`config.mk`:
```
export PLATFORM = sky130hd
export DESIGN_NAME = alu_issue_ctrl
export DESIGN_NICKNAME = d
export VERILOG_FILES = /design/src/rtl/alu_issue_ctrl.sv
export SDC_FILE = /design/constraint.sdc
export NUM_CORES = 1
export LEC_CHECK = 0
export CORE_MARGIN = 3
export CORE_UTILIZATION = 30
export DETAILED_ROUTE_END_ITERATION = 8
export PLACE_DENSITY_LB_ADDON = 0.08
export SYNTH_ARGS = -nofsm -noshare
export SYNTH_HDL_FRONTEND = slang
export SYNTH_SLANG_ARGS = --single-unit
export TNS_END_PERCENT = 30
```
`constraint.sdc`:
```
create_clock -name clk -period 2.1 [get_ports clk]
set_input_delay 0.21 -clock clk [delete_from_list [all_inputs] [get_ports clk]]
set_output_delay 0.21 -clock clk [all_outputs]
set_load 0.03 [all_outputs]
```
`src/rtl/alu_issue_ctrl.sv`:
```
// alu_issue_ctrl
//
// Issue/capture stage that sits in front of the 32-bit gate-level ALU.
// An operation is accepted over a valid/ready handshake. Its operands and
// command are then driven to the ALU from registers and held steady for
// SETTLE_CYCLES clocks, which covers the ALU's ripple/gate delay. After that
// window the ALU result and flags are registered and offered downstream over
// a second valid/ready handshake.
//
// Parameters:
//   SETTLE_CYCLES  clocks from accept to capture (>= 1); SETTLE_CYCLES*Tclk
//                  must exceed the ALU worst-case delay
//   CNT_W          settle counter width, must hold SETTLE_CYCLES-1
//
// Ports:
//   clk, reset                 single clock; synchronous active-high reset
//   in_valid / in_ready        request handshake
//   in_operandA/B, in_command  request payload
//   alu_operandA/B, alu_command  registered drive into the ALU
//   alu_result, alu_carryout,
//   alu_zero, alu_overflow     raw ALU outputs
//   out_valid / out_ready      result handshake
//   out_result, out_carryout,
//   out_zero, out_overflow,
//   out_command                captured result, masked flags, producing command

module alu_issue_ctrl #(
    parameter int SETTLE_CYCLES = 4,
    parameter int CNT_W         = 3
) (
    input  logic        clk,
    input  logic        reset,
    input  logic        in_valid,
    output logic        in_ready,
    input  logic [31:0] in_operandA,
    input  logic [31:0] in_operandB,
    input  logic [2:0]  in_command,
    output logic [31:0] alu_operandA,
    output logic [31:0] alu_operandB,
    output logic [2:0]  alu_command,
    input  logic [31:0] alu_result,
    input  logic        alu_carryout,
    input  logic        alu_zero,
    input  logic        alu_overflow,
    output logic        out_valid,
    input  logic        out_ready,
    output logic [31:0] out_result,
    output logic        out_carryout,
    output logic        out_zero,
    output logic        out_overflow,
    output logic [2:0]  out_command
);

    typedef enum logic [1:0] {
        IDLE,
        SETTLE,
        DONE
    } state_t;

    state_t           state;
    logic [CNT_W-1:0] counter;
    logic             accept;
    logic             arith_cmd;

    // A new request can be taken when idle, or in DONE when the consumer pops
    // the current result on the same edge (back-to-back issue).
    assign in_ready = (state == IDLE) || ((state == DONE) && out_ready);
    assign accept   = in_valid && in_ready;

    // Carry and overflow only mean something for ADD/SUB; for the logic ops
    // the ALU may leave them undefined, so the select below forces them to 0
    // rather than letting an unknown value through.
    assign arith_cmd = (alu_command == 3'b000) || (alu_command == 3'b001);

    always_ff @(posedge clk) begin
        if (reset) begin
            state        <= IDLE;
            counter      <= '0;
            alu_operandA <= '0;
            alu_operandB <= '0;
            alu_command  <= 3'b000;
            out_valid    <= 1'b0;
            out_result   <= '0;
            out_carryout <= 1'b0;
            out_zero     <= 1'b0;
            out_overflow <= 1'b0;
            out_command  <= 3'b000;
        end else begin
            case (state)
                IDLE: begin
                    if (accept) begin
                        alu_operandA <= in_operandA;
                        alu_operandB <= in_operandB;
                        alu_command  <= in_command;
                        counter      <= CNT_W'(SETTLE_CYCLES - 1);
                        state        <= SETTLE;
                    end
                end

                SETTLE: begin
                    // counter==0 marks the SETTLE_CYCLES-th edge after accept
                    if (counter != '0) begin
                        counter <= counter - CNT_W'(1);
                    end else begin
                        out_result   <= alu_result;
                        out_zero     <= alu_zero;
                        out_carryout <= arith_cmd ? alu_carryout : 1'b0;
                        out_overflow <= arith_cmd ? alu_overflow : 1'b0;
                        out_command  <= alu_command;
                        out_valid    <= 1'b1;
                        state        <= DONE;
                    end
                end

                DONE: begin
                    if (out_ready) begin
                        out_valid <= 1'b0;
                        if (accept) begin
                            alu_operandA <= in_operandA;
                            alu_operandB <= in_operandB;
                            alu_command  <= in_command;
                            counter      <= CNT_W'(SETTLE_CYCLES - 1);
                            state        <= SETTLE;
                        end else begin
                            state <= IDLE;
                        end
                    end
                end

                default: begin
                    state     <= IDLE;
                    out_valid <= 1'b0;
                end
            endcase
        end
    end

endmodule

```
Yosys cells after proc, flatten, opt, wreduce, memory -nomap -nowiden
Cells that the tools add are included.
W data, S select, Z words.
{ "classes": {"n_addsub": 1, "n_eq_ne": 7, "bitwise_logic": 2, "mux": 23, "reduce_logical": 14} }
{ "op_table": {"columns": ["operator", "count"], "rows": [
  ["$mux W32", 4],
  ["$pmux W32 S2", 2],
  ["$mux W3", 5],
  ["$pmux W3 S3", 1],
  ["$reduce_and A3 Y1", 3],
  ["$ne A2 B2 Y1 const B", 4],
  ["$mux W2", 3],
  ["$pmux W2 S3", 1],
  ["$pmux W3 S2", 1],
  ["$reduce_bool A3 Y1", 2],
  ["$mux W1", 5],
  ["$reduce_and A2 Y1", 2],
  ["$eq A3 B1 Y1 const B", 1],
  ["$logic_not A3 Y1", 1],
  ["$pmux W1 S3", 1],
  ["$sub A3 B1 Y3 const B", 1],
  ["$eq A2 B1 Y1 const B", 1],
  ["$eq A2 B2 Y1 const B", 1],
  ["$logic_and A1 B1 Y1", 2],
  ["$logic_not A2 Y1", 1],
  ["$logic_or A1 B1 Y1", 2],
  ["$not A1 Y1", 2],
  ["$reduce_bool A2 Y1", 1]
]} }
{ "totals": {"input_bits": 106, "out_inout_bits": 107, "regBits": 111} }

Logic depth before layout (Yosys ltp)
{ "logic_depth": {"ltp_word": 7, "depth_mapped": 8} }

Least setup slack after synthesis
Ideal clock, no wire load.
{ "synth_timing": {"kind": "register to register", "start": "register counter[0]", "end": "register out_valid", "period_less_slack_ns": 1.472, "arrival_time_ns": 1.345, "slack_ns": 0.628, "setup_time_ns": 0.128, "path_stages_with_launch": 9, "n_path_buf": 2, "required_ns": 1.972, "cell_sequence": "dfxtp_1 > inv_1 > ha_1 > ha_1 > and3b_1 > buf_4 > buf_6 > a21oi_1 > nor2_1"} }
{ "synth_between": {"elab_chain_cells": 3} }
{ "synth_lines": {"columns": ["element", "line", "source"], "rows": [
  ["start: declaration", "61", "logic [CNT_W-1:0] counter;"],
  ["start signal: assignment", "95", "counter <= CNT_W'(SETTLE_CYCLES - 1);"],
  ["start signal: assignment", "103", "counter <= counter - CNT_W'(1);"],
  ["start signal: assignment", "122", "counter <= CNT_W'(SETTLE_CYCLES - 1);"],
  ["$reduce_bool A3 Y1", "102", "if (counter != '0) begin"],
  ["$ne A2 B2 Y1 (no source line)", null, null],
  ["$reduce_and A3 Y1 (no source line)", null, null],
  ["end signal: assignment", "110", "out_valid <= 1'b1;"],
  ["end signal: assignment", "117", "out_valid <= 1'b0;"],
  ["end signal: assignment", "132", "out_valid <= 1'b0;"],
  ["end: declaration", "45", "output logic out_valid,"]
]} }
Every way passes these cells.
A chain may end at the register's enable or synchronous reset.

Worst setup path in the final report
{ "layout_timing": {"start": "register state[1]", "end": "output port in_ready"} }
{ "layout_between": {"elab_chain_cells": 3, "word_cells_on_any_way": 4, "classes_between": "eq/ne: 1; reduce/logical: 3"} }
{ "layout_lines": {"columns": ["element", "line", "source"], "rows": [
  ["start: declaration", "60", "state_t state;"],
  ["start signal: assignment", "77", "state <= IDLE;"],
  ["start signal: assignment", "96", "state <= SETTLE;"],
  ["start signal: assignment", "111", "state <= DONE;"],
  ["$eq A2 B2 Y1", "67", "assign in_ready = (state == IDLE) || ((state == DONE) && out_ready);"],
  ["$logic_and A1 B1 Y1", "67", null],
  ["$logic_or A1 B1 Y1 *", "67", null],
  ["end: declaration", "34", "output logic in_ready,"]
]} }
Mark *: on every way between the ends. The rest lies on a longest branch, timed or not.

==> impl_results.md <==
- Status: finished clean
- Cell Area, Synth: 4160 um2
- CTS Hold Bufs: 0
- Die H: 124 um
- Flop and latch count out of synthesis: 111
- GP Congestion: 0.757
- Fmax: 580 MHz
- Post-Place Setup Slack: 0.369 ns
- Sequential area share after synthesis: 53.4%
- Met2 wire length: 6.10 mm
- Clock sink total: 111
- # setup viols final: 0
- H-tree Lvls: 3
- Num ports: 213
- CTS tree: yes
- Tcrit/Tclk final: 82.1%
- Initial antenna violation count: 0
- Setup tns final: 0 ns
- Mapped Avg Cell Area: 8.27 um2
- CP Capture Type: output port
- Mapped Cells: 503
- CTS buffer count: 9
- Worst-Margin Slew: 0.394 ns
- Crit path max-delay cell type: dfxtp_1
- Final Max Slew Viols: 0
- Static Leak: 2.35 nW
- Number of global-route vias before repair: 4,063
- Worst-Skew Late Latency: 0.35 ns
- WL/cell: 15.2 um
- CTS clk-pin slew, worst paths: 0.07 ns
- Post_cts resized: 0
- Layout cells sized above 1: 5.33%
- Die area: 15,300 um2
- DR vias: 4,217
- CP startpoint kind: flop
- Fill cells: 1,283
- Final net count: 798
- Synth warn: 0
- Syn nets: 611
- Die width: 124 um
- Worst Path Arrival: 1.51 ns
- Critical path class: reg -> out
- Synth cell types: 26
- Cell Chain, Critical Path: and2b_2, nor2_1, buf_12
- Tot GR Track Use: 16.9%
- Cell count after placement: 855
- # Post-CTS Setup Buffers: 0
- Std-Cell Core Area: 13,400 um2
- Drt total wl: 13.2 mm
- Critical Path Max Stage Delay: 0.44 ns
- Non-Filler Instances: 870
- Grt ovf: 0
- DR top layer: met4
- DRT iter0 DRCs: 253
- Total Power: 0.00532 W
- Detailed-route DRC error count: 0
- Setup slack after layout: 0.376 ns
- Vias per cell: 4.85
- Router iterations before antenna repair: 6
- Final instance area: 6710 um2
- Post-DP Area: 6390 um2
- Max clock buf depth: 2
- Max IR drop VDD: 0.551 mV
- Commonest non-fill, non-tap cell in the layout: clkdlybuf4s50_1
- Clock Skew: 0.00492 ns
- Site Rows: 42
- Required @ worst endpoint: 1.89 ns
- Most frequent cells in the layout: clkdlybuf4s50_1 (210), dfxtp_1 (111), a21oi_1 (107)
- Pwr/cell area: 792 nW/um2
- Rel. slew slack: 73.7%
- Detailed placer's ending HPWL: 8.96 mm
- Max-cap viol count: 0
- Largest net degree at the start of global routing: 64
- Met1 WL: 5.48 mm
- Fin crit period: 1.72 ns
- CP max FO: 18
- Global-route wire length before repair: 20.4 mm
- Final Hold Fails: 0
- Ant. Diodes: 0
- RSZ-0062 raised after global routing: no
- # port buffers: 212
- Clock root buffer: clkbuf_16
- Remaining antenna violation count: 0
- HP Class: in -> reg
- Initial Util: 31.0%
- Syn-to-layout area delta: 61.3%
- Met3 WL: 1.42 mm
synthesized netlist by cell type:
cell type / count / area [um2]
and2b_1: 1 / 7.51
clkbuf_1: 18 / 67.6
nand3_1: 69 / 345
o21ai_1: 30 / 150
nand3b_1: 1 / 7.51
o21a_1: 1 / 7.51
a21oi_1: 107 / 536
buf_1: 1 / 3.75
a21oi_2: 1 / 8.76
buf_6: 3 / 33.8
a21o_1: 1 / 7.51
nor3b_2: 1 / 12.5
clkbuf_2: 4 / 20.0
buf_2: 11 / 55.1
a32o_1: 1 / 10.0
ha_1: 2 / 25.0
and3b_1: 1 / 8.76
nand2_1: 74 / 278
nor2_1: 6 / 22.5
o21ai_0: 38 / 190
inv_1: 4 / 15.0
buf_4: 13 / 97.6
nor2b_1: 1 / 6.26
nand2b_1: 2 / 12.5
dfxtp_1: 111 / 2220
a221oi_1: 1 / 8.76
stage by stage:
step | hold slack [ns] | util [%]
finish | 0.263 | 50.1
floorplan | 0.346 | -
global route | 0.272 | 50.1
global placement | 0.438 | 47.7
CTS | 0.243 | 50.1
detailed placement | 0.446 | 47.7
report_power, final:
part           switching (W)  internal (W)
Clock               0.000755       0.00107
Combinational       0.000633      0.000536
Sequential         0.0000737       0.00224
Total                0.00146       0.00385
cell type report:
class,instances,area [um2],area share [%]
clock buffer,10,239,3.56
sequential,111,2220,33.1
timing repair buffer,226,2270,33.9
inverter,4,15.0,0.224
tap,176,220,3.28
clock inverter,5,81.3,1.21
multi-input combinational,338,1660,24.7
flip-flops by register name, indices dropped and copies added (netlist names):
| name | flops |
|---|---|
| alu_operandA | 32 |
| alu_operandB | 32 |
| out_result | 32 |
| alu_command | 3 |
| counter | 3 |
| out_command | 3 |
| state | 2 |
| out_carryout | 1 |
| out_overflow | 1 |
| out_valid | 1 |
| out_zero | 1 |
per-layer routing:
layer / GRT usage, % / vias up
li1: - / 2100
met1: 19.9 / 1945
met2: 27.3 / 158
met3: 8.54 / 14
met4: 4.78 / 0
met5: 0 / -
critical path: cells and delay by family (launching register included):
family / cells / cell delay [ns]
buffers and inverters: 1 / 0.16
flip-flops: 1 / 0.44
AND/OR/NAND/NOR: 2 / 0.55
final timing paths:
path,from,endpoint,slack [ns],cells after the start
max reg2reg,counter[0],out_result[20],0.49,7
min reg2reg,out_result[24],out_result[24],0.45,2
min,reset,out_valid,0.26,2
max,state[1],in_ready,0.38,3
kinds of logic after synthesis:
family                     count (synthesis)  share of synthesized area, %
AOI/OAI and AO/OA                        180                          22.1
adders and majority gates                  2                         0.602
buffers and inverters                     54                          7.04
DFF                                      111                          53.4
and+or+nand+nor                          156                          16.8
(Power assumes the default switching activity.)
